## src/rtl/mem_arbiter.sv

```systemverilog
// Three-way arbiter sharing one memory port between instruction read, data read and data write.
// Fixed priority DW > DR > I, with I promoted after any data access so it never waits behind two.
//
// state  | meaning
// IDLE   | no transfer; arbitrate pending requests
// GNT_I  | instruction read owns the memory port
// GNT_DR | data read owns the memory port
// GNT_DW | data write owns the memory port
module mem_arbiter #(
    parameter int XLEN = 32
) (
    input  logic              clk,
    input  logic              reset,

    input  logic              instr_re,
    input  logic [XLEN/8-1:0] instr_sel,
    input  logic [XLEN-1:0]   instr_addr,
    output logic              instr_ack,
    output logic [31:0]       instr_data,

    input  logic              dr_re,
    input  logic [XLEN/8-1:0] dr_sel,
    input  logic [XLEN-1:0]   dr_addr,
    output logic              dr_ack,
    output logic [XLEN-1:0]   dr_data,

    input  logic              dw_we,
    input  logic [XLEN/8-1:0] dw_sel,
    input  logic [XLEN-1:0]   dw_addr,
    input  logic [XLEN-1:0]   dw_data,
    output logic              dw_ack,

    output logic              mem_re,
    output logic              mem_we,
    output logic [XLEN/8-1:0] mem_sel,
    output logic [XLEN-1:0]   mem_addr,
    output logic [XLEN-1:0]   mem_wdata,
    input  logic              mem_ack,
    input  logic [XLEN-1:0]   mem_rdata
);

    typedef enum logic [1:0] {
        IDLE   = 2'd0,
        GNT_I  = 2'd1,
        GNT_DR = 2'd2,
        GNT_DW = 2'd3
    } state_t;

    state_t state;
    state_t state_nxt;
    logic   last_data;

    always_ff @(posedge clk) begin
        if (reset) begin
            state     <= IDLE;
            last_data <= 1'b0;
            mem_sel   <= '0;
            mem_addr  <= '0;
            mem_wdata <= '0;
        end else begin
            state <= state_nxt;
            // Request fields are captured once at grant; the requester holds them anyway.
            if (state == IDLE) begin
                case (state_nxt)
                    GNT_I: begin
                        last_data <= 1'b0;
                        mem_sel   <= instr_sel;
                        mem_addr  <= instr_addr;
                    end
                    GNT_DR: begin
                        last_data <= 1'b1;
                        mem_sel   <= dr_sel;
                        mem_addr  <= dr_addr;
                    end
                    GNT_DW: begin
                        last_data <= 1'b1;
                        mem_sel   <= dw_sel;
                        mem_addr  <= dw_addr;
                        mem_wdata <= dw_data;
                    end
                    default: ;
                endcase
            end
        end
    end

    always_comb begin
        state_nxt = state;
        mem_re    = 1'b0;
        mem_we    = 1'b0;
        instr_ack = 1'b0;
        dr_ack    = 1'b0;
        dw_ack    = 1'b0;
        case (state)
            IDLE: begin
                if (last_data && instr_re) state_nxt = GNT_I;
                else if (dw_we)            state_nxt = GNT_DW;
                else if (dr_re)            state_nxt = GNT_DR;
                else if (instr_re)         state_nxt = GNT_I;
            end
            GNT_I: begin
                mem_re    = 1'b1;
                instr_ack = mem_ack;
                if (mem_ack) state_nxt = IDLE;
            end
            GNT_DR: begin
                mem_re = 1'b1;
                dr_ack = mem_ack;
                if (mem_ack) state_nxt = IDLE;
            end
            GNT_DW: begin
                mem_we = 1'b1;
                dw_ack = mem_ack;
                if (mem_ack) state_nxt = IDLE;
            end
            default: state_nxt = IDLE;
        endcase
    end

    assign instr_data = mem_rdata[31:0];
    assign dr_data    = mem_rdata;

endmodule

```

## config.mk

```make
export PLATFORM = sky130hd
export DESIGN_NAME = mem_arbiter
export DESIGN_NICKNAME = d
export VERILOG_FILES = /design/src/rtl/mem_arbiter.sv
export SDC_FILE = /design/constraint.sdc
export NUM_CORES = 1
export LEC_CHECK = 0
export ABC_CLOCK_PERIOD_IN_PS = 2400
export CAP_MARGIN = 20
export CORE_UTILIZATION = 34
export CTS_BUF_LIST = sky130_fd_sc_hd__clkbuf_16
export DETAILED_ROUTE_END_ITERATION = 8
export PLACE_DENSITY = 0.76
export SYNTH_ARGS = -nofsm -noshare
export SYNTH_HDL_FRONTEND = slang
export SYNTH_SLANG_ARGS = --single-unit
```

## constraint.sdc

```tcl
create_clock -name clk -period 2.4 [get_ports clk]
set_input_delay 0.48 -clock clk [delete_from_list [all_inputs] [get_ports clk]]
set_output_delay 0.48 -clock clk [all_outputs]
set_load 0.01 [all_outputs]
```

==> results.yml <==
finish:
  final_layout_size_suffix_gt1_frac: 0.09185
  final_cell_area_um2: 7188
  stdcell_count: 855
  final_nets: 853
  nFillCells: 1220
  diodes: 0
  layout_commonest_cell: "clkdlybuf4s50_1"
  multi_input_area_um2: 2356
  layout_common_cells: "clkdlybuf4s50_1, inv_1, dfxtp_1, nand2b_1, and3_1"
  syn2layout_area_growth_pct: 47.76
  ff_latch_area_um2: 1421
die:
  die_area_um2: 14790
  initial_utilization: 0.3491
  fp.dieW_um: 121.6
  pin_count: 315
  die_height_um: 121.6
  rows: 43
  core_um2: 13930
clock_network:
  cts_buffers: 9
  cts_tree: "yes"
  clk_pin_slew_ps: 60
  clock_latency_ps: 340
  postCtsResizedCells: 0
  cts_max_path_buffers: 2
  cts_max_level: 3
  root_buffer: "clkbuf_16"
  cts_sinks: 71
  post-cts-setup-buffer-count: 0
  postCtsHoldBufs: 0
placed_design:
  gp_congestion: 0.8773
  dp_hpwl_um: 11050
  place_ws_ps: -12.35
  placedCellCount: 839
  dpl_cell_area_um2: 6843
  io_buffers: 218
setup_path:
  cp.arrival_ps: 2480
  crit_type: "register to register"
  start_kind: "register"
  crit_fanout: 25
  cp.required_ps: 2630
  end_kind: "register"
yosys:
  synth_area_um2: 4865
  yosysTopAreaCell: "dfxtp_1"
  synthTopCellsByArea: "dfxtp_1, buf_4, o221a_1"
  ys_seq_area_frac: 0.2922
  syn_inst: 538
  yosysWarningCount: 0
  syn_nets: 721
  yosys_most_used_dff: "dfxtp_1"
  ys_types: 28
  yosysTopAreaCellShare: 0.2922
  syn_avg_cell_area_um2: 9.042
  synth_edf_count: 0
  ys_async_sr_fraction: 0
  yosys_register_bits: 71
sta:
  rsz0062_at_grt: "false"
  worst_slew_pin_slew_ps: 431.6
  finClkSkew_ps: 3.358
  setup_ws_ps: 149.8
  setup_viol: 0
  fin_crit_sh: 0.9376
  slew-limit-headroom: 0.7122
  fmaxAchievable_mhz: 444.4
  fin_setup_tns_ps: 0
  final_max_slew_viol_count: 0
  fin_crit_ps: 2250
  hold_viol_final: 0
route:
  num_vias: 4783
  antenna_left: 0
  wl_per_cell_um: 18.63
  drt-vias-per-instance: 5.594
  wirelength_um: 15930
  drc: 0
  drt_iter0_drc: 333
  drtPass1Iterations: 4
pwr:
  power.total_mw: 6.018
  ir_drop_v: 0.0004828
  p_per_area_nw_per_um2: 837.3
  leakage_nw: 2.689
global_routing:
  grt_pass1_wl_um: 24380
  grt_usage: 0.2101
  grt-ovfl-total: 0
  antenna_found_initial: 0
  first_global_vias: 4755
  grt_max_degree: 72
job:
  cap_violations: 0
status:
  status: "finished, final reports clean"
hold_path:
  worstHoldPathType: "register to register"
[layer usage]
layer	wire length, um	vias to the layer above	global-route usage
met1	6663	2303	0.2431
met5	0	-	0
met3	1350	24	0.07350
met2	7672	226	0.3548
li1	-	2230	-
met4	243	0	0.07948
[state kept, by name, summed over array words and instances, names as in the netlist]
signal / count
state: 2
mem_addr: 32
mem_sel: 4
mem_wdata: 32
last_data: 1
[critical path, stage by stage (launching register included)]
cell	delay, ps
dfxtp_1	410
inv_1	110
ha_1	280
a21bo_1	240
a221oi_4	290
buf_12	220
buf_12	180
o221ai_1	130
o221a_1	260
[path summary, 6_finish.rpt]
path                                      to          from  depth (start not counted)  slack (ps)
worst max-delay path            mem_addr[10]      state[0]                          8         150
worst max register to register  mem_addr[10]      state[0]                          8         150
worst min register to register  mem_addr[27]  mem_addr[27]                          1         530
worst min-delay path            mem_addr[27]  mem_addr[27]                          1         530
[metrics by stage]
stage | util | hold WS [ps]
after floorplan | - | 559.3
after global routing | 0.5158 | 548.9
final | 0.5158 | 529.2
after CTS | 0.5158 | 533.7
after detailed placement | 0.4911 | 520.4
after global placement | 0.4911 | 514.6
[area by class of cell]
| cell class | count | share of cell area |
|---|---|---|
| Clock buffer | 9 | 0.03133 |
| Clock inverter | 7 | 0.01671 |
| Inverter | 72 | 0.03760 |
| Multi-Input combinational cell | 268 | 0.3278 |
| Sequential cell | 71 | 0.1977 |
| Tap cell | 180 | 0.03133 |
| Timing Repair Buffer | 248 | 0.3575 |
[cell usage after synthesis (2+ instances only)]
cell type,n
a311oi_1,32
a31o_1,32
and2_1,6
and3_1,37
buf_2,14
buf_4,66
buf_6,11
clkbuf_1,35
dfxtp_1,71
ha_1,5
inv_1,71
nand2b_1,37
o21a_1,2
o221a_1,36
o221ai_1,26
o221ai_2,10
o32ai_1,36
[logic make-up (layout without fill, tap and decap cells)]
family / Yosys count / in the layout / synth area share
AO/OA/AOI/OAI: 179 / 179 / 0.3593
flip-flops: 71 / 71 / 0.2922
AND/OR/NAND/NOR: 83 / 83 / 0.1075
buffers and inverters: 199 / 336 / 0.2251
multiplexers: 1 / 1 / 0.003086
adder cells (fa/ha/maj): 5 / 5 / 0.01286
[report_power, final]
| group | switching [mW] | total, mW | internal (mW) |
|---|---|---|---|
| Sequential | 0.172 | 1.62 | 1.45 |
| Clock | 0.534 | 1.55 | 1.02 |
| Combinational | 1.36 | 2.85 | 1.48 |
| Total | 2.07 | 6.02 | 3.95 |
Power figures use the tool's default switching activity.
